===== src/rtl/button_hold_scheduler_if.sv =====
// Event handshake between the hold scheduler (master) and its consumer (slave).
interface button_hold_scheduler_if #(
  parameter int N_BTN = 4
);
  localparam int IW = (N_BTN > 1) ? $clog2(N_BTN) : 1;

  logic          evt_valid;
  logic          evt_ready;
  logic [IW-1:0] evt_id;
  logic [1:0]    evt_kind;

  modport master (output evt_valid, output evt_id, output evt_kind, input evt_ready);
  modport slave  (input evt_valid, input evt_id, input evt_kind, output evt_ready);
endinterface


===== src/rtl/button_hold_scheduler.sv =====
// One shared hold timer for N_BTN debounced buttons. The lowest-index pressed
// button is granted the timer; its hold is classified into SHORT / LONG /
// REPEAT / RELEASE events that land in a single valid/ready output register.
// The FSM never stalls: an event arriving while the register is full is lost
// and flagged on the sticky overrun output.
module button_hold_scheduler #(
  parameter int N_BTN         = 4,
  parameter int MIN_CYCLES    = 2,
  parameter int LONG_CYCLES   = 100_000_000,
  parameter int REPEAT_CYCLES = 50_000_000,
  localparam int IW = (N_BTN > 1) ? $clog2(N_BTN) : 1,
  localparam int CW = $clog2(((LONG_CYCLES > REPEAT_CYCLES) ? LONG_CYCLES : REPEAT_CYCLES) + 1)
) (
  input  logic                  clk,
  input  logic                  reset,
  input  logic [N_BTN-1:0]      i_btn,
  button_hold_scheduler_if.master evt,
  output logic                  o_busy,
  output logic                  o_overrun,
  output logic [CW-1:0]         o_hold_count
);

  typedef enum logic [1:0] {S_IDLE, S_HOLD, S_LONG} state_t;
  typedef enum logic [1:0] {K_SHORT = 2'b00, K_LONG = 2'b01, K_REPEAT = 2'b10, K_RELEASE = 2'b11} kind_t;

  state_t        r_state, w_state_nx;
  logic [IW-1:0] r_owner, w_owner_nx;
  logic [CW-1:0] r_cnt, w_cnt_nx;

  logic          w_emit;
  kind_t         w_kind;
  logic          w_grant_hit;
  logic [IW-1:0] w_grant_idx;

  logic          r_evt_valid;
  logic [IW-1:0] r_evt_id;
  kind_t         r_evt_kind;
  logic          r_overrun;

  // Priority pick of the lowest-index pressed button for the next grant.
  always_comb begin
    w_grant_hit = 1'b0;
    w_grant_idx = '0;
    for (int i = N_BTN - 1; i >= 0; i--) begin
      if (i_btn[i]) begin
        w_grant_hit = 1'b1;
        w_grant_idx = IW'(i);
      end
    end
  end

  // State, owner and hold timer registers.
  always_ff @(posedge clk) begin
    if (reset) begin
      r_state <= S_IDLE;
      r_owner <= '0;
      r_cnt   <= '0;
    end else begin
      r_state <= w_state_nx;
      r_owner <= w_owner_nx;
      r_cnt   <= w_cnt_nx;
    end
  end

  // Next-state and event decision. The timer is cleared on every event and
  // transition, so it never exceeds max(LONG,REPEAT)-1 and cannot wrap.
  always_comb begin
    w_state_nx = r_state;
    w_owner_nx = r_owner;
    w_cnt_nx   = r_cnt;
    w_emit     = 1'b0;
    w_kind     = K_SHORT;
    case (r_state)
      S_IDLE: begin
        if (w_grant_hit) begin
          w_owner_nx = w_grant_idx;
          w_cnt_nx   = CW'(1);        // the granting sample is the first high sample
          w_state_nx = S_HOLD;
        end
      end
      S_HOLD: begin
        if (i_btn[r_owner]) begin
          if (r_cnt == CW'(LONG_CYCLES - 1)) begin
            w_emit     = 1'b1;
            w_kind     = K_LONG;
            w_cnt_nx   = '0;
            w_state_nx = S_LONG;
          end else begin
            w_cnt_nx = r_cnt + CW'(1);
          end
        end else begin
          w_emit     = (r_cnt >= CW'(MIN_CYCLES));   // too-brief presses vanish
          w_kind     = K_SHORT;
          w_cnt_nx   = '0;
          w_state_nx = S_IDLE;
        end
      end
      S_LONG: begin
        if (i_btn[r_owner]) begin
          if (r_cnt == CW'(REPEAT_CYCLES - 1)) begin
            w_emit   = 1'b1;
            w_kind   = K_REPEAT;
            w_cnt_nx = '0;
          end else begin
            w_cnt_nx = r_cnt + CW'(1);
          end
        end else begin
          w_emit     = 1'b1;
          w_kind     = K_RELEASE;
          w_cnt_nx   = '0;
          w_state_nx = S_IDLE;
        end
      end
      default: begin
        w_state_nx = S_IDLE;
        w_cnt_nx   = '0;
      end
    endcase
  end

  // Output event register: load when empty or being drained, else drop and
  // flag overrun; a plain accept empties it.
  always_ff @(posedge clk) begin
    if (reset) begin
      r_evt_valid <= 1'b0;
      r_evt_id    <= '0;
      r_evt_kind  <= K_SHORT;
      r_overrun   <= 1'b0;
    end else if (w_emit) begin
      if (!r_evt_valid || evt.evt_ready) begin
        r_evt_valid <= 1'b1;
        r_evt_id    <= r_owner;
        r_evt_kind  <= w_kind;
      end else begin
        r_overrun   <= 1'b1;
      end
    end else if (r_evt_valid && evt.evt_ready) begin
      r_evt_valid <= 1'b0;
    end
  end

  assign evt.evt_valid = r_evt_valid;
  assign evt.evt_id    = r_evt_id;
  assign evt.evt_kind  = r_evt_kind;
  assign o_busy        = (r_state != S_IDLE);
  assign o_overrun     = r_overrun;
  assign o_hold_count  = r_cnt;

endmodule


===== src/flat_wrapper.sv =====
// flat-port wrapper written by rule: the top's interface ports become plain ports
module button_hold_scheduler_flat 
#(
  parameter int N_BTN         = 4,
  parameter int MIN_CYCLES    = 2,
  parameter int LONG_CYCLES   = 100_000_000,
  parameter int REPEAT_CYCLES = 50_000_000,
  localparam int IW = (N_BTN > 1) ? $clog2(N_BTN) : 1,
  localparam int CW = $clog2(((LONG_CYCLES > REPEAT_CYCLES) ? LONG_CYCLES : REPEAT_CYCLES) + 1)
)
  (clk, reset, i_btn, o_busy, o_overrun, o_hold_count, evt_evt_valid, evt_evt_id, evt_evt_kind, evt_evt_ready);
  button_hold_scheduler_if #(.N_BTN(N_BTN)) evt_i ();
  input  logic clk;
  input  logic reset;
  input  logic [N_BTN-1:0] i_btn;
  output logic o_busy;
  output logic o_overrun;
  output logic [CW-1:0] o_hold_count;
  output wire logic [$bits(evt_i.evt_valid)-1:0] evt_evt_valid;
  output wire logic [$bits(evt_i.evt_id)-1:0] evt_evt_id;
  output wire logic [$bits(evt_i.evt_kind)-1:0] evt_evt_kind;
  input wire logic [$bits(evt_i.evt_ready)-1:0] evt_evt_ready;
  assign evt_evt_valid = evt_i.evt_valid;
  assign evt_evt_id = evt_i.evt_id;
  assign evt_evt_kind = evt_i.evt_kind;
  assign evt_i.evt_ready = evt_evt_ready;
  button_hold_scheduler #(.N_BTN(N_BTN), .MIN_CYCLES(MIN_CYCLES), .LONG_CYCLES(LONG_CYCLES), .REPEAT_CYCLES(REPEAT_CYCLES)) u_core (.clk(clk), .reset(reset), .i_btn(i_btn), .evt(evt_i), .o_busy(o_busy), .o_overrun(o_overrun), .o_hold_count(o_hold_count));
endmodule

===== config.mk =====
export PLATFORM = sky130hd
export DESIGN_NAME = button_hold_scheduler_flat
export DESIGN_NICKNAME = d
export VERILOG_FILES = /design/src/rtl/button_hold_scheduler_if.sv /design/src/rtl/button_hold_scheduler.sv /design/src/flat_wrapper.sv
export SDC_FILE = /design/constraint.sdc
export NUM_CORES = 1
export LEC_CHECK = 0
export BUFFER_PORTS_ARGS = -buffer_cell sky130_fd_sc_hd__clkbuf_2
export CAP_MARGIN = 20
export CELL_PAD_IN_SITES_DETAIL_PLACEMENT = 0
export CELL_PAD_IN_SITES_GLOBAL_PLACEMENT = 1
export CORE_ASPECT_RATIO = 1.75
export CORE_MARGIN = 2
export CORE_UTILIZATION = 25
export CTS_BUF_LIST = sky130_fd_sc_hd__clkbuf_4 sky130_fd_sc_hd__clkbuf_8
export DETAILED_ROUTE_END_ITERATION = 7
export PLACE_DENSITY_LB_ADDON = 0.1
export SYNTH_ARGS = -nofsm -noshare
export SYNTH_HDL_FRONTEND = slang
export SYNTH_SLANG_ARGS = --single-unit

===== constraint.sdc =====
create_clock -name clk -period 3.3 [get_ports clk]
set_input_delay 0.33 -clock clk [delete_from_list [all_inputs] [get_ports clk]]
set_output_delay 0.33 -clock clk [all_outputs]
set_load 0.05 [all_outputs]

-- Word level (Yosys, flattened, before mapping)
Cells that the tools add are included.
- $add $sub $neg: 1
- $lt $le $gt $ge: 2
- eq/ne operators: 8
- multiplexer cells: 34
- bitwise gates (word level): 1
- reduce and logical (&&, ||, !) cells: 11
- operators by type and width (operator ; count):
    27-bit 2-to-1 mux ; 5
    27-bit case mux with 3 select lines ; 1
    27-bit by 1-bit adder with 27-bit output (second input constant) ; 1
    27-bit by 26-bit equality test with 1-bit output (second input constant) ; 1
    27-bit equality test (second input constant) ; 1
    27-bit by 2-bit greater-or-equal comparator with 1-bit output (second input constant) ; 1
    2-bit 2-to-1 mux ; 10
    1-bit 2-to-1 mux ; 14
    2-bit AND reduction ; 4
    2-bit case mux with 3 select lines ; 1
    2-bit != test (second input constant) ; 2
    2-bit case mux with 2 select lines ; 1
    2-bit nonzero test ; 2
    2-bit by 3-bit < comparator with 1-bit output (second input constant) ; 1
    3-bit != test (second input constant) ; 1
    3-bit AND reduction ; 1
    1-bit binary-select mux with 2-bit select ; 1
    2-bit by 1-bit equality test with 1-bit output (second input constant) ; 1
    2-bit equality test (second input constant) ; 1
    2-bit zero test ; 1
    2-bit by 1-bit != test with 1-bit output (second input constant) ; 1
    1-bit case mux with 2 select lines ; 1
    1-bit logical AND ; 1
    1-bit zero test ; 1
    other kinds (2) ; 2
- flip-flop bits (word level): 37
- bits of input ports: 7
- output and inout port bits: 34
- logic and storage cells: 64

-- Longest topological paths before layout
Gate-level depths: netlist of the first run.
- depth after elaboration: 6
- gate-level depth with buffers: 8

-- Worst setup path after synthesis of the first run
OpenSTA, ideal clock, no wires.
- kind: register to register
- start point: register u_core.r_cnt[1] (netlist: u_core.o_hold_count[1])
- end point: register u_core.r_cnt[2] (netlist: u_core.o_hold_count[2])
- arrival: 2.680 ns
- setup slack: 0.500 ns
- cell stages (with the launch flop): 8
- period minus slack after synthesis: 2.800 ns
- cells stage by stage: dfxtp_1 ha_1 and3_2 nand2_1 or4_2 a31oi_4 nor4b_1 a211o_1
- word-level cells in the longest chain between the ends: 4
- elaborated cells on any way between the ends: 8
- those cells by class: add/sub (1); eq/ne (2); mux (5)
- ends and longest elaborated chain (element ; line ; source):
    from (decl) ; button_hold_scheduler.sv:28 ; logic [CW-1:0] r_cnt, w_cnt_nx;
    from (signal assigned) ; button_hold_scheduler.sv:61 ; r_cnt <= w_cnt_nx;
    27-bit by 1-bit adder with 27-bit output, or another cell as far along ; button_hold_scheduler.sv:89, button_hold_scheduler.sv:105 ;
    27-bit 2-to-1 mux (on tied branches) ; button_hold_scheduler.sv:100, button_hold_scheduler.sv:83 ;
    27-bit 2-to-1 mux (on tied branches) ; button_hold_scheduler.sv:99, button_hold_scheduler.sv:82 ;
    27-bit case mux with 3 select lines * ; button_hold_scheduler.sv:73 ; case (r_state)
Every way passes the cells marked *; elsewhere a longest branch is shown, timed or not.
A chain may end at the register's enable or synchronous reset.

-- Final worst setup path of the first run
- start point: register u_core.r_cnt[1] (netlist: u_core.o_hold_count[1])
- end point: register u_core.r_cnt[24] (netlist: u_core.o_hold_count[24])
The elaborated chain is that of the path after synthesis.

==> impl_metrics.json, run 1 <==
{
  "setup_violations": 0,
  "areaGrowthSynthToFinish_pct": 19.0,
  "relSlewSlack": 0.597,
  "r2r-start": "u_core.o_hold_count[1]$_SDFFE_PP0P_",
  "wl_um": 5920,
  "critPathLaunchType": "flop",
  "critical_path.endpoint_type": "flop",
  "yosysSeqAreaShare": 0.366,
  "worst_pin_slew_ns": 0.597,
  "clockPowerShare": 0.381,
  "p_comb_frac": 0.129,
  "final_nets": 295,
  "status": "finished, final reports clean",
  "cts_hold_buffers": 0,
  "fill_cells": 892,
  "crit_type": "reg2reg",
  "num_rows": 43,
  "hold_depth": 3,
  "drive_above_1_share": 0.233,
  "fmax_mhz": 368,
  "ys_ff_latch": 37,
  "pin_count": 41,
  "grt_start_max_net_pins": 21,
  "crit_required_ns": 3.48,
  "p_leak_nw": 0.933,
  "power_frac_seq": 0.490,
  "post-cts-setup-buffer-count": 0,
  "drv_slew": 0,
  "fin_skew_ns": 0.00838,
  "vias": 1904,
  "dp_hpwl_um": 4620,
  "syn-num-nets": 252,
  "cts.path.max_buffers": 2,
  "rrSetupSlack_ns": 0.58,
  "first_pass_iters": 4,
  "fp.dieW_um": 72.0,
  "p_per_area_nw_per_um2": 392,
  "cts_buffers": 5,
  "first_global_vias": 1893,
  "yosysWarnings": 0,
  "overflow": 0,
  "cts_tree": "done",
  "netlist_area_um2": 2020,
  "placedCellCount": 365,
  "dieArea_um2": 8860,
  "clkTransAtPathRegs_ns": 0.08,
  "ir_drop_uv": 166,
  "crit_fanout": 20,
  "switching_power_w": 0.000260,
  "drc": 0,
  "grt_pass1_wl_um": 9670,
  "drt_iter0_drc": 48,
  "cp.arrival_ns": 2.90,
  "fin_crit_ns": 2.72,
  "maxCapViolCount": 0,
  "cts_sinks": 37,
  "grtUsageTotal": 0.143,
  "cts_root_buffer": "clkbuf_8",
  "insertion_delay_ns": 0.29,
  "synthCells": 239,
  "drtAntennaViolNets": 0,
  "antenna_found_initial": 0,
  "r2r-end": "u_core.o_hold_count[24]$_SDFFE_PP0P_",
  "syn_area_per_cell_um2": 8.47,
  "finalCritPeriodShare": 0.824,
  "r2r_cells": 7,
  "initial_core_util": 0.256,
  "intPower_w": 0.000683,
  "hold_viol": 0,
  "holdPathEnd": "u_core.r_owner[1]$_SDFFE_PP0P_",
  "min_path_type": "in2reg",
  "sw_frac_of_total": 0.276,
  "min-delay-start": "i_btn[3]",
  "p_total_w": 0.000943,
  "hold_ws_ns": 0.387,
  "final_cells": 373,
  "diodes": 0,
  "die_h_um": 123,
  "gp_congestion": 0.747,
  "yosysUniqueCellTypes": 51,
  "wire_per_inst_um": 15.9,
  "port_buffers": 40,
  "fin_setup_tns_ns": 0,
  "rsz0062_at_grt": "no",
  "viasPerCell": 5.10,
  "htreeDepth": 2,
  "core_area_um2": 7910,
  "post_cts_resized": 0
}
## cells by family after synthesis
group / Yosys count / synth area share
buf+inv: 17 / 0.0464
simple gates: 116 / 0.291
mux: 1 / 0.0111
fa+ha+maj: 6 / 0.0371
compound gates: 41 / 0.158
flops: 37 / 0.366
xor+xnor: 21 / 0.0909
## worst max-delay path: stages (launching register included)
cell and delay, ns:
dfxtp_1 0.47, ha_1 0.23, and3_2 0.24, nand2_1 0.14, or4_2 0.77, a31oi_4 0.35, a21o_4 0.32, nor2_1 0.08
## layer usage
layer,global-route usage,vias up,routed length (µm)
li1,-,952,-
met1,0.148,904,2250
met2,0.275,39,3360
met3,0.0228,9,185
met4,0.0637,0,122
met5,0,-,0
## cell usage in the layout (no fill, tap or decap), drive strengths merged, types with 8 or more instances in the layout
cell and n:
xnor2 9, dfxtp 37, nor4 9, nor2 36, inv 9, a21oi 9, clkbuf 47, xor2 12
o21ai 10, or4 8, nand3 14, nand2 22
## synth_stat cells, drive strengths merged
cell type | count | share of area
a21oi | 9 | 0.022
and3 | 3 | 0.011
and2b | 1 | 0.0037
clkbuf | 4 | 0.0093
a211oi | 1 | 0.0037
o31ai | 1 | 0.0037
o211ai | 1 | 0.0037
nand2 | 22 | 0.041
and4 | 2 | 0.0093
nand3 | 14 | 0.035
a31oi | 2 | 0.014
a221oi | 1 | 0.0043
or2 | 1 | 0.0031
and2 | 1 | 0.0031
o221a | 1 | 0.0056
or3 | 2 | 0.0062
a211o | 1 | 0.0043
inv | 9 | 0.017
nor2 | 36 | 0.067
o21ai | 10 | 0.027
xnor2 | 9 | 0.039
nor4b | 2 | 0.0087
nand4 | 7 | 0.022
a32o | 1 | 0.0049
nand2b | 3 | 0.0093
ha | 6 | 0.037
buf | 4 | 0.020
or4 | 8 | 0.033
dfxtp | 37 | 0.37
nor2b | 1 | 0.0031
xor2 | 12 | 0.052
nor3 | 4 | 0.0099
a22o | 2 | 0.0087
o41ai | 1 | 0.0043
nor4 | 9 | 0.028
a2111oi | 1 | 0.0049
a2bb2oi | 2 | 0.0087
a21o | 4 | 0.019
mux4 | 1 | 0.011
a32oi | 2 | 0.0087
o311a | 1 | 0.011
## metrics by stage
stage	utilization	setup WS, ns	area, µm²
floorplan	-	0.500	2020
CTS	0.305	0.550	2410
finish	0.305	0.580	2410
global route	0.305	0.386	2410
detailed placement	0.292	0.568	2310
global placement	0.292	0.588	2310
## registers in the layout, indices dropped and copies added, names as in the netlist
| register | flops |
|---|---|
| u_core.o_hold_count | 27 |
| u_core.evt.evt_id | 2 |
| u_core.evt.evt_kind | 2 |
| u_core.r_owner | 2 |
| u_core.r_state | 2 |
| u_core.evt.evt_valid | 1 |
| u_core.o_overrun | 1 |
## area by class of cell
type,count,area (µm²),area share
clock inverter,1,5.00,0.00208
clock buffer,7,96.3,0.0400
sequential,37,741,0.308
multi-input combinational,185,1190,0.494
inverter,9,33.8,0.0140
timing repair buffer,44,230,0.0956
tap,90,113,0.0468
## power by group through the flow
stage,combinational [W],clock (W),sequential (W)
global placement,0.000125,0,0.000473
detailed placement,0.000124,0,0.000474
global route,0.000135,0.000391,0.000464
finish,0.000122,0.000359,0.000462
floorplan,0.0000855,0,0.000482
CTS,0.000124,0.000377,0.000463
## how the worst max path moves through the flow
stage,startpoint,to,slack [ns]
5_1_grt,u_core.o_hold_count[1]$_SDFFE_PP0P_,u_core.o_hold_count[24]$_SDFFE_PP0P_,0.39
3_3_place_gp,u_core.o_hold_count[1]$_SDFFE_PP0P_,u_core.o_hold_count[9]$_SDFFE_PP0P_,0.59
4_1_cts,u_core.o_hold_count[0]$_SDFFE_PP0P_,u_core.o_hold_count[10]$_SDFFE_PP0P_,0.55
6_report,u_core.o_hold_count[1]$_SDFFE_PP0P_,u_core.o_hold_count[24]$_SDFFE_PP0P_,0.58
2_1_floorplan,u_core.o_hold_count[1]$_SDFFE_PP0P_,u_core.o_hold_count[2]$_SDFFE_PP0P_,0.50
3_5_place_dp,u_core.o_hold_count[0]$_SDFFE_PP0P_,u_core.o_hold_count[16]$_SDFFE_PP0P_,0.57
Power figures use the tool's default switching activity.
==> run 2: changes to the inputs <==
--- a/config.mk
+++ b/config.mk
@@ -5,6 +5,7 @@
 export SDC_FILE = /design/constraint.sdc
 export NUM_CORES = 1
 export LEC_CHECK = 0
+export ABC_AREA = 1
 export BUFFER_PORTS_ARGS = -buffer_cell sky130_fd_sc_hd__clkbuf_2
 export CAP_MARGIN = 20
 export CELL_PAD_IN_SITES_DETAIL_PLACEMENT = 0
==> constraint.sdc (replaced) <==
create_clock -name clk -period 2.5 [get_ports clk]
set_input_delay 0.25 -clock clk [delete_from_list [all_inputs] [get_ports clk]]
set_output_delay 0.25 -clock clk [all_outputs]
set_load 0.05 [all_outputs]
==> run 2 against run 1 <==
Total power grew 70%. Die area grew 24%. First-iteration DRC count grew 130%. Critical path type unchanged. Largest power group unchanged. Critical endpoint is now u_core.o_hold_count[15]$_SDFFE_PP0P_.
==> impl_metrics.json, run 2 <==
{
  "netlist.area_leader.share": 0.291,
  "dp_hpwl_um": 7220,
  "fp.dieW_um": 80.2,
  "drc": 0,
  "drtAntennaViolNets": 0,
  "first_pass_iters": 4,
  "yosys.area.top_type": "dfxtp_1",
  "fmax_mhz": 493,
  "areaGrowthSynthToFinish_pct": 16.3,
  "drive_above_1_share": 0.199,
  "setup_violations": 0,
  "cts_buffers": 5,
  "netlist_area_um2": 2540,
  "cts.path.max_buffers": 2,
  "switching_power_w": 0.000657,
  "grt_start_max_net_pins": 16,
  "hold_ws_ns": 0.253,
  "crit_type": "reg2reg",
  "maxCapViolCount": 0,
  "p_leak_nw": 1.26,
  "antenna_found_initial": 0,
  "status": "finished, final reports clean",
  "synth.most_common_cell": "nand2_1",
  "synth.area.top_cells": "dfxtp_1, nand2_1, inv_1, nor2_1, nand3_1",
  "post-cts-setup-buffer-count": 0,
  "wire_per_inst_um": 15.8,
  "dieArea_um2": 11000,
  "clkTransAtPathRegs_ns": 0.09,
  "crit_required_ns": 2.74,
  "insertion_delay_ns": 0.31,
  "cts_sinks": 37,
  "yosysUniqueCellTypes": 38,
  "cp.arrival_ns": 2.27,
  "crit_path_cell_trace": "inv_1, ha_1, nand3_1, nand2_2, nor2_2, nand2_1, nor2_2, inv_2, o21ai_1, inv_1, nor3_2",
  "viasPerCell": 4.59,
  "yosysSeqAreaShare": 0.291,
  "syn-num-nets": 412,
  "intPower_w": 0.000944,
  "slowest_delay_ns": 0.39,
  "first_global_vias": 2640,
  "synth-edff-count": 0,
  "overflow": 0,
  "wl_um": 8940,
  "htreeDepth": 2,
  "hold_viol": 0,
  "finalCritPeriodShare": 0.812,
  "power_frac_seq": 0.410,
  "num_rows": 48,
  "syn_area_per_cell_um2": 6.37,
  "pin_count": 41,
  "critPathLaunchType": "flop",
  "synthTopCellsByCount": "nand2_1, inv_1, nor2_1, dfxtp_1, nand3_1",
  "rsz0062_at_grt": "no",
  "fin_crit_ns": 2.03,
  "port_buffers": 40,
  "async_flop_share": 0,
  "vias": 2603,
  "gp_congestion": 0.823,
  "p_comb_frac": 0.323,
  "p_per_area_nw_per_um2": 541,
  "cts_tree": "done",
  "drv_slew": 0,
  "crit_fanout": 8,
  "clockPowerShare": 0.267,
  "ir_drop_uv": 272,
  "layout_common_cells": "nand2_1, inv_1, nor2_1",
  "die_h_um": 137,
  "cts_root_buffer": "clkbuf_8",
  "fin_skew_ns": 0.0114,
  "cp_slowest_cell": "dfxtp_1",
  "sw_frac_of_total": 0.410,
  "post_cts_resized": 0,
  "ys.flop_type": "dfxtp_1",
  "dpl-instance-area_um2": 2880,
  "yosysWarnings": 0,
  "synthCells": 399,
  "core_area_um2": 9910,
  "critical_path.endpoint_type": "flop",
  "grt_pass1_wl_um": 14000,
  "initial_core_util": 0.257,
  "largest_register_ffs": 27,
  "fin_setup_tns_ns": 0,
  "min_path_type": "in2reg",
  "diodes": 0,
  "relSlewSlack": 0.586,
  "drt_iter0_drc": 112,
  "post-route-cell-area_um2": 2960,
  "cts_hold_buffers": 0,
  "final_nets": 456,
  "final_common_cell": "nand2_1",
  "worst_pin_slew_ns": 0.615,
  "ys_ff_latch": 37,
  "grtUsageTotal": 0.172
}
run 2: cell count changes in the layout (fill, tap and decap cells not counted), sizes merged, moves of 4 or more:
cell,previous run,this run
nor4,9,1
xnor2,9,0
a21oi,9,22
nand2,22,100
nor2,36,66
or4,8,0
nand3,14,34
inv,9,62
o21ai,10,14
xor2,12,3
nor3,4,19
run 2: cell type report:
class	instances	area (µm²)
multi-input cells	293	1520
well taps	125	156
inverters	62	233
fillers	1159	6950
repair buffers	44	230
clock inverters	1	5.00
flip-flops and latches	37	741
clock buffers	5	68.8
run 2: final timing paths:
check	cells past startpoint	startpoint	slack (ns)	to
worst max-delay path	11	u_core.r_state[0]$_SDFFE_PP0P_	0.47	u_core.o_hold_count[15]$_SDFFE_PP0P_
worst min register to register	2	u_core.o_overrun$_SDFFE_PP0P_	0.45	u_core.o_overrun$_SDFFE_PP0P_
worst min-delay path	4	i_btn[0]	0.25	u_core.r_owner[0]$_SDFFE_PP0P_
worst max register to register	11	u_core.r_state[0]$_SDFFE_PP0P_	0.47	u_core.o_hold_count[15]$_SDFFE_PP0P_
run 2: stage by stage:
stage               total power, W   util  std cells  setup WS, ns
finish                     0.00160  0.298        567         0.471
detailed placement         0.00120  0.291        561         0.440
global placement           0.00120  0.291        561         0.391
CTS                        0.00163  0.298        567         0.427
floorplan                  0.00106      -        399         0.373
global route               0.00171  0.298        567         0.236
run 2: worst max-delay path: cells and delay by family, from the launching register on:
family	cells	cell delay [ns]
simple gates	6	1.00
flops	1	0.39
fa+ha+maj	1	0.27
buf+inv	3	0.19
compound gates	1	0.11
run 2: kinds of logic after synthesis:
group           share of synthesized area
flops                               0.291
simple gates                        0.456
compound gates                      0.103
buf+inv                             0.109
fa+ha+maj                          0.0295
xor+xnor                           0.0103
run 2: per-layer routing:
metal / wire [µm] / vias up / global-route usage
met4: 182 / 0 / 0.0603
met1: 3340 / 1198 / 0.172
met5: 0 / - / 0
met3: 202 / 10 / 0.0236
met2: 5220 / 37 / 0.348
li1: - / 1358 / -
run 2: power by group through the flow:
stage,clock network (W),logic [W],registers [W]
3_5_place_dp,0,0.000529,0.000671
2_1_floorplan,0,0.000356,0.000708
3_3_place_gp,0,0.000532,0.000670
5_1_grt,0.000464,0.000580,0.000663
6_report,0.000428,0.000517,0.000656
4_1_cts,0.000447,0.000529,0.000658
==> run 3: changes to the inputs <==
--- a/config.mk
+++ b/config.mk
@@ -5,7 +5,7 @@
 export SDC_FILE = /design/constraint.sdc
 export NUM_CORES = 1
 export LEC_CHECK = 0
-export ABC_AREA = 1
+export ABC_AREA = 0
 export BUFFER_PORTS_ARGS = -buffer_cell sky130_fd_sc_hd__clkbuf_2
 export CAP_MARGIN = 20
 export CELL_PAD_IN_SITES_DETAIL_PLACEMENT = 0
==> constraint.sdc (replaced) <==
create_clock -name clk -period 1.9 [get_ports clk]
set_input_delay 0.19 -clock clk [delete_from_list [all_inputs] [get_ports clk]]
set_output_delay 0.19 -clock clk [all_outputs]
set_load 0.05 [all_outputs]
==> run 3 against run 2 <==
The run now ends with negative setup slack left. Clock power rose by 36%. Clock skew about the same. Sequential power up 21%. Hold slack lost 0.095 ns. Sequential cell count did not move. Sequential share of layout area up 0.097 points. Routed wire length decreased by 23%. Register-to-register slack worse by 0.92 ns. Critical path depth is 4 lower. Via count decreased by 17%. Utilization grew 10 points.
==> impl_metrics.json, run 3 (synthesis gave the netlist of run 1 again) <==
{
  "crit_fanout": 8,
  "drive_above_1_share": 0.501,
  "cts_buffers": 5,
  "worst_pin_slew_ns": 0.421,
  "drtAntennaViolNets": 0,
  "diodes": 0,
  "dp_hpwl_um": 5470,
  "crit_cells": 7,
  "finalCritPeriodShare": 1.24,
  "hold_ws_ns": 0.158,
  "layout_common_cells": "buf_4, clkbuf_2, nor2_1",
  "areaGrowthSynthToFinish_pct": 55.6,
  "final_common_cell": "buf_4",
  "insertion_delay_ns": 0.30,
  "drc": 0,
  "vias": 2166,
  "r2r_cells": 7,
  "grt_pass1_wl_um": 11200,
  "grt_start_max_net_pins": 16,
  "crit_required_ns": 2.10,
  "first_global_vias": 2234,
  "crit_type": "reg2reg",
  "cpMostUsedCell": "or4_4",
  "final_nets": 371,
  "fin_skew_ns": 0.0112,
  "drv_slew": 0,
  "path_delay_family": "simple AND/OR/NAND/NOR gates",
  "setup_violations": 34,
  "maxCapViolCount": 0,
  "fp.dieW_um": 72.0,
  "core_area_um2": 7910,
  "cts_sinks": 37,
  "cp_slowest_cell": "or4_4",
  "wl_um": 6900,
  "pin_count": 41,
  "cts.path.max_buffers": 2,
  "cts_tree": "done",
  "largest_register_ffs": 27,
  "fin_crit_ns": 2.35,
  "dieArea_um2": 8860,
  "cp.arrival_ns": 2.55,
  "fin_setup_tns_ns": -12.60,
  "viasPerCell": 4.82,
  "first_pass_iters": 4,
  "critical_path.endpoint_type": "flop",
  "failed_checks": "negative setup slack",
  "preCtsSetupSlack_ns": -0.590,
  "num_rows": 43,
  "port_buffers": 40,
  "overflow": 0,
  "rsz0062_at_grt": "yes",
  "critPathLaunchType": "flop",
  "hold_depth": 2,
  "wire_per_inst_um": 15.4,
  "p_leak_nw": 1.35,
  "initial_core_util": 0.256,
  "antenna_found_initial": 0,
  "ir_drop_uv": 336,
  "relSlewSlack": 0.715,
  "grtUsageTotal": 0.167,
  "clkTransAtPathRegs_ns": 0.08,
  "cts_root_buffer": "clkbuf_8",
  "p_per_area_nw_per_um2": 547,
  "final.setup.worst_slack_ns": -0.450,
  "status": "complete, but fails checks",
  "hold_viol": 0,
  "fmax_mhz": 426,
  "slowest_delay_ns": 0.52,
  "min_path_type": "in2reg",
  "gp_congestion": 0.803,
  "crit_path_cell_trace": "or4_4, or4_4, o311a_4, a31oi_4, buf_12, nor4b_2, a211o_1",
  "worst-path-buf-inv": 1,
  "drt_iter0_drc": 71,
  "htreeDepth": 2,
  "die_h_um": 123
}
## run 3: cell type report
| type | instances | area [µm²] |
|---|---|---|
| timing repair buffer | 119 | 828 |
| clock buffer | 7 | 83.8 |
| sequential | 37 | 792 |
| fill | 847 | 4760 |
| clock inverter | 1 | 3.75 |
| multi-input combinational | 186 | 1290 |
| inverter | 9 | 37.5 |
| tap | 90 | 113 |
## run 3: what timing repair did
| item | in CTS | in global routing |
|---|---|---|
| resized for setup | 17 | 6 |
| hold buffers | 0 | 0 |
| endpoints found under the setup margin | 35 | 35 |
| cloned | 1 | 0 |
| pin swaps | 6 | 6 |
| setup buffers | 3 | 0 |
## run 3: final timing paths
check                                   endpoint                                 from  slack [ns]
max          u_core.o_hold_count[2]$_SDFFE_PP0P_  u_core.o_hold_count[9]$_SDFFE_PP0P_       -0.45
min          u_core.o_hold_count[6]$_SDFFE_PP0P_                                reset        0.16
max reg2reg  u_core.o_hold_count[2]$_SDFFE_PP0P_  u_core.o_hold_count[9]$_SDFFE_PP0P_       -0.45
min reg2reg        u_core.o_overrun$_SDFFE_PP0P_        u_core.o_overrun$_SDFFE_PP0P_        0.47
## run 3: layer usage
metal / global-route usage / vias to the layer above / routed length (µm)
met3: 0.0293 / 9 / 186
met2: 0.328 / 33 / 3990
li1: - / 1098 / -
met4: 0.0649 / 0 / 135
met5: 0 / - / 0
met1: 0.170 / 1026 / 2590
## run 3: power breakdown
part | switching [W] | internal [W]
registers | 0.0000139 | 0.000780
logic | 0.000184 | 0.000162
clock network | 0.000299 | 0.000284
total | 0.000497 | 0.00123
## run 3: per-stage QoR
step | util | total power, W | area, µm² | std cells
2_1_floorplan | - | 0.000982 | 2110 | 239
3_3_place_gp | 0.370 | 0.00111 | 2930 | 437
3_5_place_dp | 0.370 | 0.00111 | 2930 | 437
4_1_cts | 0.396 | 0.00175 | 3140 | 449
5_1_grt | 0.398 | 0.00180 | 3150 | 449
6_report | 0.398 | 0.00172 | 3150 | 449
